**src/rtl/gpio_int_bank_if.sv**
```systemverilog
// Split read/write register bus for gpio_int_bank.
// The master drives strobes, addresses and write data; the slave returns read data and acks.
interface gpio_int_bank_if #(
  parameter int ADDR_BITS = 4
);
  logic                 WB_RD_STB_I;
  logic [ADDR_BITS-1:0] WB_RD_ADR_I;
  logic [31:0]          WB_RD_DAT_O;
  logic                 WB_RD_ACK_O;
  logic                 WB_WR_STB_I;
  logic                 WB_WR_WE_I;
  logic [3:0]           WB_WR_SEL_I;
  logic [ADDR_BITS-1:0] WB_WR_ADR_I;
  logic [31:0]          WB_WR_DAT_I;
  logic                 WB_WR_ACK_O;

  modport master (
    output WB_RD_STB_I, WB_RD_ADR_I, WB_WR_STB_I, WB_WR_WE_I,
           WB_WR_SEL_I, WB_WR_ADR_I, WB_WR_DAT_I,
    input  WB_RD_DAT_O, WB_RD_ACK_O, WB_WR_ACK_O
  );

  modport slave (
    input  WB_RD_STB_I, WB_RD_ADR_I, WB_WR_STB_I, WB_WR_WE_I,
           WB_WR_SEL_I, WB_WR_ADR_I, WB_WR_DAT_I,
    output WB_RD_DAT_O, WB_RD_ACK_O, WB_WR_ACK_O
  );
endinterface

```
**src/rtl/gpio_int_bank.sv**
```systemverilog
// GPIO bank with synchronised, prescaled glitch filtering and per-pin edge/level interrupts.
// Registers are reached through a split read/write bus with single-cycle acks.
module gpio_int_bank #(
  parameter int NUM_GPIOS    = 32,
  parameter int FILTER_DEPTH = 3,
  parameter int ADDR_BITS    = 4
) (
  input  logic                 clk,
  input  logic                 reset_n,
  input  logic                 sync_reset,
  gpio_int_bank_if.slave       wb,
  input  logic [NUM_GPIOS-1:0] gpio_in,
  output logic [NUM_GPIOS-1:0] gpio_out,
  output logic [NUM_GPIOS-1:0] gpio_oe,
  output logic                 int_gen
);

  typedef logic [NUM_GPIOS-1:0] gpio_t;

  localparam logic [ADDR_BITS-1:0] A_IN    = ADDR_BITS'(0);
  localparam logic [ADDR_BITS-1:0] A_OUT   = ADDR_BITS'(1);
  localparam logic [ADDR_BITS-1:0] A_DIR   = ADDR_BITS'(2);
  localparam logic [ADDR_BITS-1:0] A_EN    = ADDR_BITS'(3);
  localparam logic [ADDR_BITS-1:0] A_TYPE  = ADDR_BITS'(4);
  localparam logic [ADDR_BITS-1:0] A_POL   = ADDR_BITS'(5);
  localparam logic [ADDR_BITS-1:0] A_BOTH  = ADDR_BITS'(6);
  localparam logic [ADDR_BITS-1:0] A_PEND  = ADDR_BITS'(7);
  localparam logic [ADDR_BITS-1:0] A_PRESC = ADDR_BITS'(8);

  function automatic logic [31:0] lane_mask(input logic [3:0] sel);
    return {{8{sel[3]}}, {8{sel[2]}}, {8{sel[1]}}, {8{sel[0]}}};
  endfunction

  function automatic logic [31:0] merge_lanes(input logic [31:0] old_v,
                                              input logic [31:0] new_v,
                                              input logic [31:0] mask);
    return (old_v & ~mask) | (new_v & mask);
  endfunction

  gpio_t out_q, out_d, dir_q, dir_d, en_q, en_d;
  gpio_t type_q, type_d, pol_q, pol_d, both_q, both_d, pend_q, pend_d;
  gpio_t sync1_q, sync2_q, filt_q, filt_d, filt_prev_q;
  gpio_t clr_s, rise_s, fall_s, edge_s, lvl_s, set_s;
  logic [NUM_GPIOS-1:0][FILTER_DEPTH-1:0] hist_q, hist_d;
  logic [15:0] presc_q, presc_d, cnt_q, cnt_d;
  logic [31:0] mask_s, rd_mux_s, rd_dat_q, rd_dat_d;
  logic        wr_en_s, presc_wr_s, tick_s;
  logic        rd_ack_q, wr_ack_q, int_q, int_d;

  assign wr_en_s = wb.WB_WR_STB_I & wb.WB_WR_WE_I;
  assign mask_s  = lane_mask(wb.WB_WR_SEL_I);

  // Byte-lane register writes, W1C clear mask and prescale restart request.
  always_comb begin
    out_d      = out_q;
    dir_d      = dir_q;
    en_d       = en_q;
    type_d     = type_q;
    pol_d      = pol_q;
    both_d     = both_q;
    presc_d    = presc_q;
    clr_s      = '0;
    presc_wr_s = 1'b0;
    if (wr_en_s) begin
      case (wb.WB_WR_ADR_I)
        A_OUT:   out_d  = gpio_t'(merge_lanes(32'(out_q),  wb.WB_WR_DAT_I, mask_s));
        A_DIR:   dir_d  = gpio_t'(merge_lanes(32'(dir_q),  wb.WB_WR_DAT_I, mask_s));
        A_EN:    en_d   = gpio_t'(merge_lanes(32'(en_q),   wb.WB_WR_DAT_I, mask_s));
        A_TYPE:  type_d = gpio_t'(merge_lanes(32'(type_q), wb.WB_WR_DAT_I, mask_s));
        A_POL:   pol_d  = gpio_t'(merge_lanes(32'(pol_q),  wb.WB_WR_DAT_I, mask_s));
        A_BOTH:  both_d = gpio_t'(merge_lanes(32'(both_q), wb.WB_WR_DAT_I, mask_s));
        A_PEND:  clr_s  = gpio_t'(wb.WB_WR_DAT_I & mask_s);
        A_PRESC: begin
          presc_d    = 16'(merge_lanes(32'(presc_q), wb.WB_WR_DAT_I, mask_s));
          presc_wr_s = 1'b1;
        end
        default: clr_s = '0;
      endcase
    end else begin
      clr_s = '0;
    end
  end

  // Prescale tick and per-pin history filter; a level is accepted only once the history agrees.
  always_comb begin
    logic [FILTER_DEPTH-1:0] h;
    tick_s = (cnt_q == presc_q);
    if (presc_wr_s || tick_s) begin
      cnt_d = 16'd0;
    end else begin
      cnt_d = cnt_q + 16'd1;
    end
    hist_d = hist_q;
    filt_d = filt_q;
    for (int i = 0; i < NUM_GPIOS; i++) begin
      h = {hist_q[i][FILTER_DEPTH-2:0], sync2_q[i]};
      if (tick_s) begin
        hist_d[i] = h;
        if (&h) begin
          filt_d[i] = 1'b1;
        end else if (~|h) begin
          filt_d[i] = 1'b0;
        end else begin
          filt_d[i] = filt_q[i];
        end
      end else begin
        hist_d[i] = hist_q[i];
      end
    end
  end

  // Interrupt sources; a new set wins over a simultaneous W1C of the same bit.
  always_comb begin
    rise_s = filt_q & ~filt_prev_q;
    fall_s = ~filt_q & filt_prev_q;
    edge_s = (both_q & (rise_s | fall_s)) | (~both_q & ((pol_q & fall_s) | (~pol_q & rise_s)));
    lvl_s  = (pol_q & ~filt_q) | (~pol_q & filt_q);
    set_s  = (type_q & lvl_s) | (~type_q & edge_s);
    pend_d = (pend_q & ~clr_s) | set_s;
    int_d  = |(pend_q & en_q);
  end

  // Read data multiplexer; unmapped space and unimplemented bits read as zero.
  always_comb begin
    case (wb.WB_RD_ADR_I)
      A_IN:    rd_mux_s = 32'(filt_q);
      A_OUT:   rd_mux_s = 32'(out_q);
      A_DIR:   rd_mux_s = 32'(dir_q);
      A_EN:    rd_mux_s = 32'(en_q);
      A_TYPE:  rd_mux_s = 32'(type_q);
      A_POL:   rd_mux_s = 32'(pol_q);
      A_BOTH:  rd_mux_s = 32'(both_q);
      A_PEND:  rd_mux_s = 32'(pend_q);
      A_PRESC: rd_mux_s = {16'd0, presc_q};
      default: rd_mux_s = 32'd0;
    endcase
    if (wb.WB_RD_STB_I) begin
      rd_dat_d = rd_mux_s;
    end else begin
      rd_dat_d = 32'd0;
    end
  end

  // State registers with asynchronous and synchronous clear.
  always_ff @(posedge clk or negedge reset_n) begin
    if (!reset_n) begin
      out_q <= '0; dir_q <= '0; en_q <= '0; type_q <= '0; pol_q <= '0; both_q <= '0;
      pend_q <= '0; presc_q <= 16'd0; cnt_q <= 16'd0;
      sync1_q <= '0; sync2_q <= '0; hist_q <= '0; filt_q <= '0; filt_prev_q <= '0;
      rd_dat_q <= 32'd0; rd_ack_q <= 1'b0; wr_ack_q <= 1'b0; int_q <= 1'b0;
    end else if (sync_reset) begin
      out_q <= '0; dir_q <= '0; en_q <= '0; type_q <= '0; pol_q <= '0; both_q <= '0;
      pend_q <= '0; presc_q <= 16'd0; cnt_q <= 16'd0;
      sync1_q <= '0; sync2_q <= '0; hist_q <= '0; filt_q <= '0; filt_prev_q <= '0;
      rd_dat_q <= 32'd0; rd_ack_q <= 1'b0; wr_ack_q <= 1'b0; int_q <= 1'b0;
    end else begin
      out_q <= out_d; dir_q <= dir_d; en_q <= en_d; type_q <= type_d; pol_q <= pol_d; both_q <= both_d;
      pend_q <= pend_d; presc_q <= presc_d; cnt_q <= cnt_d;
      sync1_q <= gpio_in; sync2_q <= sync1_q; hist_q <= hist_d; filt_q <= filt_d; filt_prev_q <= filt_q;
      rd_dat_q <= rd_dat_d; rd_ack_q <= wb.WB_RD_STB_I; wr_ack_q <= wr_en_s; int_q <= int_d;
    end
  end

  assign gpio_out       = out_q;
  assign gpio_oe        = dir_q;
  assign int_gen        = int_q;
  assign wb.WB_RD_DAT_O = rd_dat_q;
  assign wb.WB_RD_ACK_O = rd_ack_q;
  assign wb.WB_WR_ACK_O = wr_ack_q;

endmodule
```
**src/flat_wrapper.sv**
```systemverilog
// flat-port wrapper written by rule: the top's interface ports become plain ports
module gpio_int_bank_flat 
#(
  parameter int NUM_GPIOS    = 32,
  parameter int FILTER_DEPTH = 3,
  parameter int ADDR_BITS    = 4
)
  (clk, reset_n, sync_reset, gpio_in, gpio_out, gpio_oe, int_gen, wb_WB_RD_STB_I, wb_WB_RD_ADR_I, wb_WB_WR_STB_I, wb_WB_WR_WE_I, wb_WB_WR_SEL_I, wb_WB_WR_ADR_I, wb_WB_WR_DAT_I, wb_WB_RD_DAT_O, wb_WB_RD_ACK_O, wb_WB_WR_ACK_O);
  gpio_int_bank_if #(.ADDR_BITS(ADDR_BITS)) wb_i ();
  input  logic clk;
  input  logic reset_n;
  input  logic sync_reset;
  input  logic [NUM_GPIOS-1:0] gpio_in;
  output logic [NUM_GPIOS-1:0] gpio_out;
  output logic [NUM_GPIOS-1:0] gpio_oe;
  output logic int_gen;
  input wire logic [$bits(wb_i.WB_RD_STB_I)-1:0] wb_WB_RD_STB_I;
  input wire logic [$bits(wb_i.WB_RD_ADR_I)-1:0] wb_WB_RD_ADR_I;
  input wire logic [$bits(wb_i.WB_WR_STB_I)-1:0] wb_WB_WR_STB_I;
  input wire logic [$bits(wb_i.WB_WR_WE_I)-1:0] wb_WB_WR_WE_I;
  input wire logic [$bits(wb_i.WB_WR_SEL_I)-1:0] wb_WB_WR_SEL_I;
  input wire logic [$bits(wb_i.WB_WR_ADR_I)-1:0] wb_WB_WR_ADR_I;
  input wire logic [$bits(wb_i.WB_WR_DAT_I)-1:0] wb_WB_WR_DAT_I;
  output wire logic [$bits(wb_i.WB_RD_DAT_O)-1:0] wb_WB_RD_DAT_O;
  output wire logic [$bits(wb_i.WB_RD_ACK_O)-1:0] wb_WB_RD_ACK_O;
  output wire logic [$bits(wb_i.WB_WR_ACK_O)-1:0] wb_WB_WR_ACK_O;
  assign wb_i.WB_RD_STB_I = wb_WB_RD_STB_I;
  assign wb_i.WB_RD_ADR_I = wb_WB_RD_ADR_I;
  assign wb_i.WB_WR_STB_I = wb_WB_WR_STB_I;
  assign wb_i.WB_WR_WE_I = wb_WB_WR_WE_I;
  assign wb_i.WB_WR_SEL_I = wb_WB_WR_SEL_I;
  assign wb_i.WB_WR_ADR_I = wb_WB_WR_ADR_I;
  assign wb_i.WB_WR_DAT_I = wb_WB_WR_DAT_I;
  assign wb_WB_RD_DAT_O = wb_i.WB_RD_DAT_O;
  assign wb_WB_RD_ACK_O = wb_i.WB_RD_ACK_O;
  assign wb_WB_WR_ACK_O = wb_i.WB_WR_ACK_O;
  gpio_int_bank #(.NUM_GPIOS(NUM_GPIOS), .FILTER_DEPTH(FILTER_DEPTH), .ADDR_BITS(ADDR_BITS)) u_core (.clk(clk), .reset_n(reset_n), .sync_reset(sync_reset), .wb(wb_i), .gpio_in(gpio_in), .gpio_out(gpio_out), .gpio_oe(gpio_oe), .int_gen(int_gen));
endmodule
```
**config.mk**
```make
export PLATFORM = sky130hd
export DESIGN_NAME = gpio_int_bank_flat
export DESIGN_NICKNAME = d
export VERILOG_FILES = /design/src/rtl/gpio_int_bank_if.sv /design/src/rtl/gpio_int_bank.sv /design/src/flat_wrapper.sv
export SDC_FILE = /design/constraint.sdc
export NUM_CORES = 1
export LEC_CHECK = 0
export BUFFER_PORTS_ARGS = -buffer_cell sky130_fd_sc_hd__buf_2
export CORE_UTILIZATION = 61
export CTS_CLUSTER_DIAMETER = 200
export DETAILED_ROUTE_END_ITERATION = 6
export GPL_TIMING_DRIVEN = 0
export PLACE_DENSITY = 0.88
export SYNTH_ARGS = -nofsm -noshare
export SYNTH_HDL_FRONTEND = slang
export SYNTH_SLANG_ARGS = --single-unit
```
**constraint.sdc**
```tcl
create_clock -name clk -period 2.8 [get_ports clk]
set_clock_uncertainty 0.1 [all_clocks]
set_input_delay 0.7 -clock clk [delete_from_list [all_inputs] [get_ports clk]]
set_output_delay 0.7 -clock clk [all_outputs]
set_load 0.05 [all_outputs]
```
==> results of run 1 <==
-- kinds of logic (layout without fill, tap and decap cells) --
| kind of cell | count (synthesis) | after routing | synth area share [%] |
|---|---|---|---|
| other | 0 | 11 | 0 |
| buffers and inverters | 228 | 485 | 4.07 |
| XOR/XNOR | 61 | 61 | 2.26 |
| AO/OA/AOI/OAI | 372 | 372 | 11.3 |
| adder cells (fa/ha/maj) | 65 | 65 | 3.44 |
| flip-flops | 483 | 483 | 51.1 |
| multiplexers | 317 | 317 | 13.6 |
| AND/OR/NAND/NOR | 675 | 675 | 14.2 |
-- what timing repair did --
| action | 4_1_cts | 5_1_grt |
|---|---|---|
| pin swaps | 1 | 1 |
| resized for setup | 4 | 7 |
| endpoints found under the setup margin | 53 | 32 |
| buffers inserted | 1 | 2 |
-- synth_stat cells (34+ instances only) --
master / count
a22oi_1: 86
dfrtp_1: 483
mux2i_1: 281
a21oi_1: 44
nand2_1: 53
clkbuf_1: 79
a211o_1: 34
xor2_1: 52
ha_1: 65
nand3_1: 38
nor2_1: 283
inv_1: 98
o21ai_0: 35
nor3_1: 55
nor2b_1: 101
a31oi_1: 46
nand2b_1: 98
-- metrics by stage --
step / setup TNS (ns) / total power, mW / instance area (sq um) / worst slack, ns
after floorplan: 0 / 7.77 / 23700 / 0.585
final: -0.0488 / 15.2 / 27000 / -0.0488
after global placement: -4272.35 / 8.25 / 25100 / -8.60
after CTS: 0 / 15.2 / 27000 / 0.0335
after global routing: -0.178 / 15.6 / 27000 / -0.172
after detailed placement: -163.48 / 8.30 / 25200 / -0.927
-- power by group --
group,switching (mW),leakage [nW],total (mW),internal (mW)
logic,0.774,6.32,1.08,0.306
registers,0.0654,6.68,7.13,7.07
clock network,2.85,0.855,7.03,4.17
-- worst max-delay path by stage --
stage	start	endpoint	cells after the start	slack, ns
floorplan	wb_WB_RD_ADR_I[2]	u_core.wb.WB_RD_DAT_O[26]	6	0.59
global placement	reset_n	u_core.hist_q[16]	1	-8.60
detailed placement	sync_reset	u_core.both_q[3]	5	-0.93
CTS	sync_reset	u_core.pol_q[22]	5	0.03
global route	wb_WB_RD_ADR_I[3]	u_core.wb.WB_RD_DAT_O[16]	7	-0.17
finish	wb_WB_RD_ADR_I[3]	u_core.wb.WB_RD_DAT_O[16]	7	-0.05
-- per-layer routing --
metal,share of wire [%],routed length [um],vias to the layer above
met5,0.017,13,-
met3,10,7980,313
met2,46,35000,1277
met4,6.4,4930,2
met1,37,28800,9593
li1,-,-,8169
-- layout make-up --
cell class,count,area share (%)
multi-input cells,1490,39.3
clock buffers,73,5.56
diodes,11,0.102
clock inverters,20,0.862
repair buffers,164,3.44
inverters,98,1.36
plain buffers,130,2.23
well taps,511,2.37
flip-flops and latches,483,44.8
==> results.sh, run 1 <==
export IMPL_status="complete, but fails checks"
export IMPL_violations="negative hold slack, negative setup slack"
export IMPL_ys_types=60
export IMPL_r2r_start="u_core.presc_q[15]"
export IMPL_rr_endpoint="u_core.filt_q[29]"
export IMPL_htree_num_levels=2
export IMPL_critical_path_max_stage_delay_ns=0.66
export IMPL_root_buffer="clkbuf_16"
export IMPL_cp_arrival_ns=3.19
export IMPL_antenna_found_initial=9
export IMPL_crit_slowest_cell="clkbuf_1"
export IMPL_grt_pass1_vias=19200
export IMPL_avgSynthCellArea_sq_um=10.8
export IMPL_clkSlewWorstSetupHoldPaths_ns=0.06
export IMPL_syn_area_sq_um=23700
export IMPL_hold_viol=16
export IMPL_clock_path_buffers=3
export IMPL_numCtsBuffers=50
export IMPL_fin_crit_sh_pct=102
export IMPL_io_buffer_count=157
export IMPL_hold_class="in2async"
export IMPL_die_h_um=199
export IMPL_synth_edf_count=0
export IMPL_grt_busiest_layer="met2"
export IMPL_power_density_nw_per_um2=564
export IMPL_finalMaxSlewViolations=0
export IMPL_ff2ff_path_depth=6
export IMPL_cap_violations=0
export IMPL_cp_buffers_inverters=4
export IMPL_fin_ws_ns=-0.0488
export IMPL_multiInputGateArea_sq_um=10600
export IMPL_final_cells=2980
export IMPL_wire_per_inst_um=25.7
export IMPL_grt_use_met2_pct=61.3
export IMPL_dr_total_vias=19400
export IMPL_use_met3_pct=9.36
export IMPL_grt_overflow=0
export IMPL_antenna_left=0
export IMPL_crit_chain="buf_2, clkbuf_1, nor4bb_1, clkbuf_1, buf_2, a22oi_1, a41oi_1"
export IMPL_reg2reg_slack_ns=0.25
export IMPL_synth_net_count=2348
export IMPL_initial_utilization_pct=62.4
export IMPL_async_flop_share_pct=100
export IMPL_hpwl_um=53000
export IMPL_min_period_ns=2.85
export IMPL_ys_seq_elements=483
export IMPL_clkSinkCount=483
export IMPL_rsz0062_at_grt="yes"
export IMPL_regMostFlops="u_core.hist_q"
export IMPL_cts_tree="yes"
export IMPL_grt_max_degree=114
export IMPL_die_w_um=199
export IMPL_cp_required_ns=3.14
export IMPL_fillCellCount=2624
export IMPL_vdd_drop_max_mv=0.479
export IMPL_setup_viol=1
export IMPL_globalplace_congestion=1.00
export IMPL_row_count=71
export IMPL_drive_gt1_share_pct=12.1
export IMPL_io_pins=181
export IMPL_critPathLaunchType="input port"
export IMPL_p_leak_nw=13.9
export IMPL_max_slew_worst_pin_slew_ns=1.04
export IMPL_utilization_pct=71.2
export IMPL_drt_wl_total_um=76700
export IMPL_groute_usage_overall_pct=39.5
export IMPL_dpl_cell_count=2873
export IMPL_critPathMaxFanout=10
export IMPL_met1_usage_pct=50.1
export IMPL_areaGrowthSynthToFinish_pct=14.1
export IMPL_critical_path_top_delay_family="buffers and inverters"
export IMPL_worstSetupEndpointType="register"
export IMPL_maxSlewHeadroom_pct=30.5
export IMPL_dieArea_sq_um=39600
export IMPL_final_common_cell="dfrtp_1"
export IMPL_yosys_warnings=0
export IMPL_largest_reg_flops=64
export IMPL_clock_latency_ns=0.60
export IMPL_post_drt_via_cell_ratio=6.49
export IMPL_finalHoldWorstSlack_ns=-0.0401
export IMPL_regArea_sq_um=12100
export IMPL_yosys_area_top_type="dfrtp_1"
export IMPL_ctsHoldBuffers=0
export IMPL_synthTopCellsByArea="dfrtp_1 (51%), mux2i_1 (12%), nor2_1 (4.5%), ha_1 (3.4%), a22oi_1 (2.7%)"
export IMPL_drcViolationCount=0
export IMPL_core_area_sq_um=37900
export IMPL_grt_pass1_wl_um=115000
export IMPL_postSynthCellCount=2201
export IMPL_path_class="in2reg"
export IMPL_nets=2564
export IMPL_first_pass_iters=7
export IMPL_drt_iter0_markers=2282
export IMPL_yosysTopAreaCellShare_pct=51.1
export IMPL_final_cell_mix="dfrtp_1 (483), nor2_1 (283), mux2i_1 (281), buf_2 (173), nor2b_1 (101)"
export IMPL_synthFlopType="dfrtp_1"
export IMPL_seq_area_frac_synth_pct=51.1
export IMPL_clock_fmax_mhz=351
No activity file was read; power rests on OpenSTA's default activity.
==> run 2, diff against run 1 <==
- PLACE_DENSITY: 0.88 -> 0.87
==> run 2 against run 1 <==
Net effect: the run ends with design-rule violations, negative setup slack left; non-clock buffer count up 3; count of clock-buffer cells in the layout decreased by 12; sequential power barely moved; first-iteration DRC count fell by 1.5%; maximum frequency is 0.99% lower.
==> results.sh, run 2 (synthesized netlist as in run 1, its figures left out) <==
export IMPL_fin_area_sq_um=27000
export IMPL_row_count=71
export IMPL_hpwl_um=53100
export IMPL_regMostFlops="u_core.hist_q"
export IMPL_die_h_um=199
export IMPL_drive_gt1_share_pct=12.1
export IMPL_cp_required_ns=3.16
export IMPL_areaGrowthSynthToFinish_pct=14.0
export IMPL_cap_violations=0
export IMPL_min_period_ns=2.88
export IMPL_wire_per_inst_um=25.6
export IMPL_initial_utilization_pct=62.4
export IMPL_fin_ws_ns=-0.0772
export IMPL_rsz0062_at_grt="yes"
export IMPL_fillCellCount=2755
export IMPL_finalMaxSlewViolations=0
export IMPL_nets=2566
export IMPL_violations="design-rule violations, negative setup slack"
export IMPL_io_buffer_count=157
export IMPL_grt_overflow=0
export IMPL_pre_cts_ws_ns=-0.911
export IMPL_final_common_cell="dfrtp_1"
export IMPL_post_drt_via_cell_ratio=6.47
export IMPL_dr_total_vias=19200
export IMPL_largest_reg_flops=64
export IMPL_dpl_cell_area_sq_um=25200
export IMPL_cp_arrival_ns=3.24
export IMPL_groute_usage_overall_pct=39.1
export IMPL_clock_latency_ns=0.60
export IMPL_setup_viol=9
export IMPL_die_w_um=199
export IMPL_numCtsBuffers=49
export IMPL_drt_wl_total_um=75900
export IMPL_antenna_left=0
export IMPL_clock_fmax_mhz=348
export IMPL_drt_iter0_markers=2248
export IMPL_io_pins=181
export IMPL_grt_pass1_wl_um=114000
export IMPL_worstSetupEndpointType="register"
export IMPL_first_pass_iters=7
export IMPL_grt_pass1_vias=19100
export IMPL_globalplace_congestion=0.974
export IMPL_clkSlewWorstSetupHoldPaths_ns=0.06
export IMPL_drcViolationCount=3
export IMPL_critPathMaxFanout=10
export IMPL_cts_tree="yes"
export IMPL_status="complete, but fails checks"
export IMPL_max_slew_worst_pin_slew_ns=1.16
export IMPL_p_leak_nw=13.9
export IMPL_final_cell_mix="dfrtp_1 (483), nor2_1 (283), mux2i_1 (281), buf_2 (173), nor2b_1 (101)"
export IMPL_finalPower_mw=15.3
export IMPL_hold_class="in2reg"
export IMPL_vdd_drop_max_mv=0.444
export IMPL_core_area_sq_um=37900
export IMPL_root_buffer="clkbuf_16"
export IMPL_fin_crit_sh_pct=103
export IMPL_maxSlewHeadroom_pct=22.7
export IMPL_clock_path_buffers=3
export IMPL_path_class="in2reg"
export IMPL_clkSinkCount=483
export IMPL_power_density_nw_per_um2=566
export IMPL_grt_max_degree=128
export IMPL_critPathLaunchType="input port"
export IMPL_antenna_found_initial=4
export IMPL_htree_num_levels=2
export IMPL_hold_viol=0
export IMPL_dieArea_sq_um=39600
[run 2: cell count changes in the layout (fill, tap and decap cells not counted), moves of 2 or more]
| cell | change |
|---|---|
| buf_4 | +2 |
| bufinv_16 | +4 |
| clkbuf_1 | -4 |
| clkbuf_16 | -4 |
| clkbuf_8 | -4 |
| clkinv_2 | +2 |
| clkinvlp_4 | -2 |
| diode_2 | -9 |
| inv_6 | +2 |
[run 2: cell type report]
cell class	instances	area (sq um)	area share, %
clock buffer	61	1330	4.94
buffer	130	602	2.23
antenna	2	5.00	0.0186
clock inverter	27	374	1.39
multi-input combinational	1490	10600	39.3
tap	511	639	2.37
sequential	483	12100	44.8
inverter	98	368	1.36
timing repair buffer	167	953	3.53
[run 2: power breakdown]
part	internal, mW	switching, mW	total, mW	leakage [nW]
Clock	4.20	2.84	7.04	0.849
Sequential	7.07	0.0658	7.13	6.68
Combinational	0.309	0.780	1.09	6.33
[run 2: worst max-delay path: stages]
cell and delay (ns):
buf_2 0.15, buf_2 0.22, nor4b_2 0.99, clkbuf_1 0.67, a222oi_1 0.15, a31oi_1 0.34
[run 2: path summary, 6_finish.rpt]
| kind | start | end | slack (ns) | cells past startpoint |
|---|---|---|---|---|
| min in group asynchronous | reset_n | u_core.sync1_q[22] | 0.55 | 2 |
| max in group asynchronous | reset_n | u_core.hist_q[15] | 0.68 | 4 |
| min reg2reg | u_core.sync1_q[13] | u_core.sync2_q[13] | 0.35 | 1 |
| max | wb_WB_RD_ADR_I[1] | u_core.wb.WB_RD_DAT_O[7] | -0.08 | 6 |
| min | gpio_in[17] | u_core.sync1_q[17] | 0.22 | 2 |
| max reg2reg | u_core.presc_q[15] | u_core.filt_q[25] | 0.27 | 6 |
[run 2: what timing repair did]
item | in CTS | in global routing
endpoints found under the hold margin | 41 | 0
gates resized for setup | 3 | 6
setup endpoints to repair | 52 | 40
hold buffers | 1 | 0
gates cloned | 0 | 0
pin swaps | 1 | 1
buffers inserted | 2 | 3
[run 2: routing by layer]
layer | vias up | wire length, um | global-route usage (%)
met5 | - | 22 | 0
met4 | 4 | 4950 | 24.1
met3 | 304 | 7990 | 8.14
met2 | 1231 | 34000 | 60.3
met1 | 9504 | 28900 | 50.8
li1 | 8161 | - | -
[run 2: per-stage QoR]
step	hold slack [ns]	setup TNS [ns]	utilization [%]	std cells
2_1_floorplan	0.304	0	-	2201
3_3_place_gp	0.343	-4269.38	66.1	2869
3_5_place_dp	0.349	-143.58	66.5	2873
4_1_cts	0.212	0	71.0	2964
5_1_grt	0.230	0	71.1	2967
6_report	0.217	-0.400	71.1	2969
